==> src/rtl/pending_encoder_16x4_if.sv <==
// Request/handshake bundle between event sources, the pending encoder and the index consumer.
// The master drives requests, enable and ready; the slave (encoder) returns the served index.
interface pending_encoder_16x4_if #(
  parameter int N      = 16,
  parameter int CODE_W = 4
);
  logic [N-1:0]      req_in;
  logic              en;
  logic              ready;
  logic              valid;
  logic [CODE_W-1:0] code;
  logic [N-1:0]      pending;
  logic              dropped;

  modport master (
    output req_in, en, ready,
    input  valid, code, pending, dropped
  );

  modport slave (
    input  req_in, en, ready,
    output valid, code, pending, dropped
  );
endinterface

==> src/rtl/pending_encoder_16x4.sv <==
// Sequential 16-to-4 encoder: latches request pulses into a sticky pending set and
// serves one fixed-priority binary index per valid/ready transaction.
module pending_encoder_16x4 #(
  parameter int N         = 16,
  parameter int CODE_W    = 4,
  parameter bit LOW_FIRST = 1'b1
) (
  input  logic                  clk,
  input  logic                  rst_n,
  pending_encoder_16x4_if.slave bus
);

  if (N != (1 << CODE_W)) begin : g_bad_width
    $error("pending_encoder_16x4: N must equal 2**CODE_W");
  end

  typedef enum logic [0:0] {
    IDLE = 1'b0,
    HOLD = 1'b1
  } state_t;

  state_t            state;
  logic [N-1:0]      pending_q;
  logic [CODE_W-1:0] code_q;
  logic              valid_q;
  logic              dropped_q;

  logic [CODE_W-1:0] pick;
  logic              any_pending;
  logic              load;
  logic [N-1:0]      take_mask;

  // Priority pick looks only at the registered pending set, never at same-cycle req_in.
  // NOTE: every always_comb output gets a default first so no path can infer a latch.
  always_comb begin
    pick = '0;
    if (LOW_FIRST) begin
      for (int i = N - 1; i >= 0; i--) begin
        if (pending_q[i]) pick = CODE_W'(i);
      end
    end else begin
      for (int i = 0; i < N; i++) begin
        if (pending_q[i]) pick = CODE_W'(i);
      end
    end
  end

  assign any_pending = |pending_q;

  // A new index loads from IDLE whenever enabled, or from HOLD only as the shown code is accepted.
  always_comb begin
    load = 1'b0;
    case (state)
      IDLE:    load = bus.en & any_pending;
      HOLD:    load = bus.ready & bus.en & any_pending;
      default: load = 1'b0;
    endcase
  end

  always_comb begin
    take_mask = '0;
    if (load) take_mask[pick] = 1'b1;
  end

  // NOTE: sequential state uses non-blocking assignments so every register samples pre-edge values.
  always_ff @(posedge clk or negedge rst_n) begin
    if (!rst_n) begin
      state     <= IDLE;
      pending_q <= '0;
      code_q    <= '0;
      valid_q   <= 1'b0;
      dropped_q <= 1'b0;
    end else begin
      // Set wins over take: a pulse on the bit being served re-arms it as a fresh event.
      pending_q <= (pending_q & ~take_mask) | bus.req_in;
      dropped_q <= |(bus.req_in & pending_q & ~take_mask);

      case (state)
        IDLE: begin
          if (load) begin
            code_q  <= pick;
            valid_q <= 1'b1;
            state   <= HOLD;
          end
        end
        HOLD: begin
          if (bus.ready) begin
            if (load) begin
              code_q <= pick;
            end else begin
              valid_q <= 1'b0;
              state   <= IDLE;
            end
          end
        end
        default: begin
          valid_q <= 1'b0;
          state   <= IDLE;
        end
      endcase
    end
  end

  assign bus.valid   = valid_q;
  assign bus.code    = code_q;
  assign bus.pending = pending_q;
  assign bus.dropped = dropped_q;

endmodule

==> src/flat_wrapper.sv <==
// flat-port wrapper written by rule: the top's interface ports become plain ports
module pending_encoder_16x4_flat 
#(
  parameter int N         = 16,
  parameter int CODE_W    = 4,
  parameter bit LOW_FIRST = 1'b1
)
  (clk, rst_n, bus_req_in, bus_en, bus_ready, bus_valid, bus_code, bus_pending, bus_dropped);
  pending_encoder_16x4_if #(.N(N), .CODE_W(CODE_W)) bus_i ();
  input  logic clk;
  input  logic rst_n;
  input wire logic [$bits(bus_i.req_in)-1:0] bus_req_in;
  input wire logic [$bits(bus_i.en)-1:0] bus_en;
  input wire logic [$bits(bus_i.ready)-1:0] bus_ready;
  output wire logic [$bits(bus_i.valid)-1:0] bus_valid;
  output wire logic [$bits(bus_i.code)-1:0] bus_code;
  output wire logic [$bits(bus_i.pending)-1:0] bus_pending;
  output wire logic [$bits(bus_i.dropped)-1:0] bus_dropped;
  assign bus_i.req_in = bus_req_in;
  assign bus_i.en = bus_en;
  assign bus_i.ready = bus_ready;
  assign bus_valid = bus_i.valid;
  assign bus_code = bus_i.code;
  assign bus_pending = bus_i.pending;
  assign bus_dropped = bus_i.dropped;
  pending_encoder_16x4 #(.N(N), .CODE_W(CODE_W), .LOW_FIRST(LOW_FIRST)) u_core (.clk(clk), .rst_n(rst_n), .bus(bus_i));
endmodule
==> config.mk <==
export PLATFORM = sky130hd
export DESIGN_NAME = pending_encoder_16x4_flat
export DESIGN_NICKNAME = d
export VERILOG_FILES = /design/src/rtl/pending_encoder_16x4_if.sv /design/src/rtl/pending_encoder_16x4.sv /design/src/flat_wrapper.sv
export SDC_FILE = /design/constraint.sdc
export NUM_CORES = 1
export LEC_CHECK = 0
export CAP_MARGIN = 20
export CORE_MARGIN = 2
export CORE_UTILIZATION = 51
export CTS_CLUSTER_DIAMETER = 50
export DETAILED_ROUTE_END_ITERATION = 12
export HOLD_SLACK_MARGIN = 0.05
export PLACE_DENSITY = 0.85
export SYNTH_ARGS = -nofsm -noshare
export SYNTH_HDL_FRONTEND = slang
export SYNTH_SLANG_ARGS = --single-unit
==> constraint.sdc <==
create_clock -name clk -period 3.3 [get_ports clk]
set_clock_uncertainty 0.05 [all_clocks]
set_input_delay 0.66 -clock clk [delete_from_list [all_inputs] [get_ports clk]]
set_output_delay 0.66 -clock clk [all_outputs]
set_load 0.05 [all_outputs]
# == After elaboration in Yosys (flattened, before gate mapping) ==
# Cells that the tools add are included.
# op_classes
n_bitwise,9
n_eq_ne,3
muxes,30
magnitude_cmp,2
reduce_logical,4
# ops
operator,count
4-bit 2-to-1 mux,18
16-bit AND,3
16-bit OR reduction,2
16-bit 2-to-1 mux,1
16-bit NOT,1
16-bit bitwise OR,1
4-bit one-hot mux with 2 select lines,1
1-bit 2-to-1 mux,6
1-bit one-hot mux with 2 select lines,3
4-bit by 5-bit less-than comparator with 1-bit output (second input constant),1
1-bit demux with 4-bit select,1
4-bit by 1-bit greater-or-equal comparator with 1-bit output (second input constant),1
2-bit inequality test (second input constant),2
1-bit AND,3
3-bit AND reduction,1
2-bit by 1-bit inequality test with 1-bit output (second input constant),1
1-bit logical AND,1
1-bit NOT,1
# word_totals
regBits,23
out_inout_bits,22
input_bits,20

# == Logic depth before layout (Yosys ltp) ==
# Gate-level depths: netlist (run 1).
# logic_depth
ltp_word,24
depth_mapped,8
depth_no_buf,7

# == Worst setup path after synthesis (run 1) ==
# Ideal clock, no wire load.
# synth_path
path_kind,reg-to-reg
startpoint,register u_core.pending_q[3] (netlist: u_core.bus.pending[3])
endpoint,register u_core.dropped_q (netlist: u_core.bus.dropped)
path_slack_ps,1010
t_required_ps,3117
path_buffers,0
setup_ps,133
path_stages_with_launch,8
arrival_time_ps,2107
synth_period_minus_slack_ps,2290
path_cell_list,dfrtp_1 > nor4_4 > nand3_4 > nor3_4 > o211a_1 > o2111a_1 > o211ai_1 > nand4b_1
# synth_via
elab_chain_len,12
elab_cells_between_ends,18
# synth_rtl
element,line_no,source
start: declaration,pending_encoder_16x4.sv:23,logic [N-1:0] pending_q;
start signal: assignment,pending_encoder_16x4.sv:75,pending_q <= (pending_q & ~take_mask) | bus.req_in;
4-bit 2-to-1 mux (4 in a row),pending_encoder_16x4.sv:39,if (pending_q[i]) pick = CODE_W'(i);
4-bit by 5-bit less-than comparator with 1-bit output (not written as such) or 4-bit by 1-bit greater-or-equal comparator with 1-bit output (tied branches),pending_encoder_16x4.sv:62,if (load) take_mask[pick] = 1'b1;
1-bit logical AND (not written as such),pending_encoder_16x4.sv:62,
1-bit 2-to-1 mux (not written as such),pending_encoder_16x4.sv:62,
1-bit demux with 4-bit select,n/a,
16-bit 2-to-1 mux,pending_encoder_16x4.sv:62,
16-bit NOT,pending_encoder_16x4.sv:76,dropped_q <= |(bus.req_in & pending_q & ~take_mask);
16-bit AND (*),pending_encoder_16x4.sv:76,
16-bit OR reduction (*),pending_encoder_16x4.sv:76,
end signal: assignment,pending_encoder_16x4.sv:76,
end: declaration,pending_encoder_16x4.sv:26,logic dropped_q;
# Mark *: on every way between the ends. The rest lies on a longest branch, timed or not.
# A chain may end at the register's enable or synchronous reset.

# == Worst setup path in the final report (run 1) ==
# layout_path
startpoint,input port bus_ready
endpoint,register u_core.dropped_q (netlist: u_core.bus.dropped)
# layout_via
elab_chain_len,7
# layout_rtl
element,line_no,source
start: declaration,flat_wrapper.sv:14,input wire logic [$bits(bus_i.ready)-1:0] bus_ready;
1-bit AND (2 in a row),pending_encoder_16x4.sv:55,HOLD: load = bus.ready & bus.en & any_pending;
1-bit one-hot mux with 2 select lines,pending_encoder_16x4.sv:53,case (state)
16-bit 2-to-1 mux,pending_encoder_16x4.sv:62,
16-bit NOT,pending_encoder_16x4.sv:76,
16-bit AND,pending_encoder_16x4.sv:76,
16-bit OR reduction,pending_encoder_16x4.sv:76,
# Every way passes these cells.

==> flow_summary.ini, run 1 <==
[global_route]
met2_usage_pct = 44.0
grt.busiest_layer = met2
grt_pass1_wl_um = 6960
grt_pass1_vias = 1404
gr-usage-met3_pct = 4.31
grtUsageTotal_pct = 27.2
antenna_found_initial = 0
grt_overflow = 0
use_met1_pct = 38.3
grt_max_degree = 24

[pwr]
p_clk_share_pct = 24.0
p_per_area_mw_per_mm2 = 289
power_frac_seq_pct = 54.3
p_leak_nw = 0.732
p_switching_mw = 0.166
peakVddDrop_uv = 262
comb_power_share_pct = 21.7
intPower_mw = 0.387
swShare_pct = 30.0

[yosys]
synth_top_area_share_pct = 39.9
yosys_register_bits = 23
yosysWarnings = 0
postSynthAreaPerCell_sq_um = 8.95
synth.net_count = 181
synthTopCellsByArea = dfrtp_1, nand2_1, a21o_1
syn_inst = 161
synth_ff_type = dfrtp_1
netlist_top_cells_count = dfrtp_1, nand2_1, nor2_1
seq_area_frac_synth_pct = 39.9
yosysMostFrequentCell = dfrtp_1
synth_area_leader_cell = dfrtp_1
async_flop_share_pct = 100
synth_area_sq_mm = 0.00144
yosysUniqueCellTypes = 50
synth-edff-count = 0

[floorplan]
die_w_um = 57.2
core_sq_mm = 0.00271
row_count = 19
ios = 42
die_height_um = 57.2
die-area_sq_mm = 0.00327
initial_core_util_pct = 53.2

[place]
dpl.hpwl_um = 3200
port-buffer-count = 41
pre_cts_slack_ps = 449
gp_congestion = 0.888

[drt]
vias = 1461
drtIter0Drc = 139
drt-wirelength-per-cell_um = 17.8
vias_per_cell = 6.24
first_pass_iters = 5
totalWireLength_um = 4170
ant_nets = 0
drc = 0

[sta]
fmax_mhz = 394
setup_violations = 0
max_slew_margin_pct = 53.1
hold_viol_final = 0
fin_setup_tns_ps = 0
setup_ws_ps = 764
fin_crit_sh_pct = 76.9
tightest_slew_ps = 686
rsz0062_at_grt = no
fin_crit_ps = 2540
drv_slew = 0

[critical_path]
crit_required_ps = 3450
crit_fanout = 11
end_kind = register
path_delay_family = simple AND/OR/NAND/NOR gates
crit_type = input pin to register
crit_path_max_incr_delay_ps = 470
crit_chain = clkdlybuf4s50_1 -> nand2b_1 -> nand3_4 -> nor3_4 -> o211a_1 -> o2111a_1 -> o211ai_1 -> nand4b_1
crit_path_top_delay_cell = clkdlybuf4s50_1
arrival_ps = 2690
cp-start-kind = input pin
crit_buf_inv = 1

[outcome]
run_status = finished, final reports clean

[finish]
antenna_cells = 0
final_core_util_pct = 70.6
final_layout_size_suffix_gt1_share_pct = 10.8
syn2layout_area_growth_pct = 32.7
fill_cells = 228
final_nets = 224

[clocking]
cts_tree = yes
cts_sinks = 23
clk_pin_slew_ps = 130
cts_buffer_depth = 2
worst_skew_pair.late_latency_ps = 300
post_cts_buffers = 0
numCtsBuffers = 3
cts_root_buffer = clkbuf_4
cts_resized = 0
ctsHtreeMaxLevel = 1
holdBufCountCts = 0

[flow_run]
maxCapViolations = 0

[worst_hold_path]
hp-class = register to register
[cell type report]
cell class | instances | area, sq um | share of cell area [%]
well taps | 31 | 38.8 | 2.03
multi-input cells | 123 | 808 | 42.2
flip-flops and latches | 23 | 576 | 30.1
clock buffers | 3 | 22.5 | 1.18
inverters | 10 | 37.5 | 1.96
repair buffers | 43 | 425 | 22.2
clock inverters | 1 | 5.00 | 0.262
[metal layers]
layer | wire [um] | vias up
met4 | 82 | 0
met3 | 295 | 9
met1 | 1830 | 703
met5 | 0 | -
li1 | - | 678
met2 | 1970 | 71
[kinds of logic (layout without fill, tap and decap cells)]
| group | after synthesis | count (layout) | share of synthesized area (%) |
|---|---|---|---|
| flops | 23 | 23 | 39.9 |
| mux | 1 | 1 | 0.781 |
| simple gates | 70 | 70 | 27.3 |
| buf+inv | 15 | 57 | 3.99 |
| compound gates | 52 | 52 | 28.0 |
[sequential cells by signal (all words and copies together), names as in the netlist]
| signal | flops |
|---|---|
| u_core.bus.dropped | 1 |
| u_core.state | 1 |
| u_core.bus.valid | 1 |
| u_core.bus.pending | 16 |
| u_core.bus.code | 4 |
[cells in the final DEF, fill, tap and decap left out, types with 2 or more instances in the layout]
cell type	n
a31oi_1	2
nor3_1	2
nand3_1	7
nor4_1	3
inv_1	10
o21ai_0	7
nand2b_1	6
buf_4	2
a21oi_1	6
nand2_1	22
dfrtp_1	23
nor4_2	2
a21o_1	10
clkbuf_4	3
o211ai_1	4
clkdlybuf4s50_1	41
nand4_1	2
or2_2	3
nor2_1	14
and2_1	2
[worst paths after layout]
path | startpoint | endpoint | slack (ps) | cells after the start
worst max-delay path | bus_ready | u_core.bus.dropped | 760 | 8
worst min-delay path | u_core.state | u_core.bus.valid | 410 | 1
worst min register to register | u_core.state | u_core.bus.valid | 410 | 1
min in group asynchronous | rst_n | u_core.bus.pending[1] | 650 | 2
worst max register to register | u_core.bus.pending[14] | u_core.bus.dropped | 900 | 7
max in group asynchronous | rst_n | u_core.bus.pending[12] | 2320 | 2
[power by group through the flow]
stage | clock [mW] | sequential [mW] | combinational [mW]
after detailed placement | 0 | 0.305 | 0.119
after floorplan | 0 | 0.333 | 0.0331
after global placement | 0 | 0.305 | 0.119
after global routing | 0.145 | 0.301 | 0.130
final | 0.133 | 0.300 | 0.120
after CTS | 0.135 | 0.300 | 0.120
[through the flow]
stage / power, mW / cells / hold slack (ps) / cell area, sq um
floorplan: 0.366 / 161 / 314 / 1440
global placement: 0.424 / 230 / 388 / 1890
detailed placement: 0.425 / 230 / 398 / 1890
CTS: 0.555 / 234 / 411 / 1910
global route: 0.576 / 234 / 442 / 1910
finish: 0.553 / 234 / 408 / 1910
No activity file was read; power rests on OpenSTA's default activity.
==> run 2, diff against run 1 <==
CORE_UTILIZATION = 47   (was 51)
PLACE_DENSITY = 0.79   (was 0.85)
clock period = 2.35 ns   (was 3.3 ns; I/O delays follow)
==> run 2 against run 1 <==
Utilization down 1.6 points. First-iteration DRC count up 3.6%. Clock power up 48%. Final area up 7.3%. Sequential share of layout area down 2.1 points. Sequential power up 40%. Via count up 4.5%. Global-route usage up 0.058 points. Non-clock buffer count up 18. Worst setup slack worse by 690 ps. Die area up 7.9%. Critical endpoint is now bus_pending[7].
==> flow_summary.ini, run 2 (synthesis gave the netlist of run 1 again) <==
[place]
gp_congestion = 0.927
post-place-cells = 250
dpl.hpwl_um = 3500
port-buffer-count = 41

[critical_path]
r2r_start = u_core.bus.pending[1]
crit_fanout = 10
worst-r2r-setup-slack_ps = 200
r2r-end = u_core.bus.dropped
crit_required_ps = 1830
path_delay_family = buffers and inverters
arrival_ps = 1760
crit_start = u_core.bus.pending[7]
crit_type = register to primary output
crit_path_max_incr_delay_ps = 870
end_kind = primary output
cp-start-kind = register
crit_chain = clkdlybuf4s50_1
r2r_cells = 7
crit_buf_inv = 1
crit_path_top_delay_cell = clkdlybuf4s50_1

[pwr]
peakVddDrop_uv = 254
p_per_area_mw_per_mm2 = 387
p_leak_nw = 0.815

[drt]
vias = 1527
vias_per_cell = 6.01
drc = 0
drtIter0Drc = 144
drt-wirelength-per-cell_um = 17.5
first_pass_iters = 4
totalWireLength_um = 4450
ant_nets = 0

[sta]
fin_crit_sh_pct = 97.0
fmax_mhz = 439
drv_slew = 0
fin_setup_tns_ps = 0
hold_viol_final = 0
rsz0062_at_grt = no
tightest_slew_ps = 605
max_slew_margin_pct = 59.3
fin_crit_ps = 2280
setup_violations = 0

[finish]
layout_common_cells = clkdlybuf4s50_1, dfrtp_1, nand2_1
final_cells = 254
final_layout_size_suffix_gt1_share_pct = 18.1
largest_register_ffs = 16
antenna_cells = 0
fill_cells = 262
layout_commonest_cell = clkdlybuf4s50_1
syn2layout_area_growth_pct = 42.4
final_nets = 242
final_core_util_pct = 68.9

[floorplan]
core_sq_mm = 0.00298
die-area_sq_mm = 0.00353
ios = 42
row_count = 20
initial_core_util_pct = 48.4
die_w_um = 59.4
die_height_um = 59.4

[flow_run]
maxCapViolations = 0

[clocking]
cts_root_buffer = clkbuf_4
cts_buffer_depth = 2
post_cts_buffers = 0
clk_pin_slew_ps = 140
cts_tree = yes
cts_sinks = 23
numCtsBuffers = 3
ctsHtreeMaxLevel = 1
worst_skew_pair.late_latency_ps = 320

[global_route]
grt_pass1_vias = 1524
grt_max_degree = 24
grt_overflow = 0
grtUsageTotal_pct = 27.2
grt_pass1_wl_um = 7180
antenna_found_initial = 0

[worst_hold_path]
hp-class = register to register
hp-start = u_core.state
hold_depth = 1
min_to = u_core.bus.valid

[outcome]
run_status = finished, final reports clean
-- run 2: routing by layer --
layer / wire length, um / part of all wire [%] / up-vias / GRT usage (%)
li1: - / - / 715 / -
met1: 1880 / 42 / 724 / 35.7
met2: 2190 / 49 / 75 / 47.1
met3: 271 / 6.1 / 13 / 2.18
met4: 102 / 2.3 / 0 / 9.09
met5: 0 / 0 / - / 0
-- run 2: area by class of cell --
type                       count  area [sq um]  area share (%)
multi-input combinational    123           808            39.4
clock buffer                   3          22.5            1.10
sequential                    23           576            28.0
clock inverter                 1          5.00           0.244
inverter                      10          37.5            1.83
timing repair buffer          61           563            27.4
tap                           33          41.3            2.01
-- run 2: worst max path at each step --
stage / end / slack [ps] / cells past startpoint
3_5_place_dp: u_core.bus.dropped / -130 / 8
5_1_grt: u_core.bus.dropped / 6 / 7
2_1_floorplan: u_core.bus.dropped / 60 / 7
6_report: bus_pending[7] / 70 / 1
4_1_cts: bus_pending[6] / 50 / 1
3_3_place_gp: u_core.bus.dropped / -40 / 8
-- run 2: per-stage QoR --
stage	hold WS (ps)	power, mW	worst slack (ps)	area, sq um
final	410	0.794	71.4	2050
after global routing	417	0.823	5.58	2050
after CTS	401	0.792	49.2	2050
after detailed placement	383	0.603	-130	2020
after global placement	387	0.600	-38.9	2020
after floorplan	124	0.515	60.1	1440
-- run 2: repair_timing --
action                                  CTS  global route
resized for setup                         0             1
endpoints found under the hold margin     0             0
endpoints found under the setup margin    0             1
hold buffers                              0             0
-- run 2: where the power goes --
part,switching [mW],internal (mW)
clock,0.133,0.0638
sequential,0.0128,0.409
combinational,0.101,0.0751
total,0.246,0.547
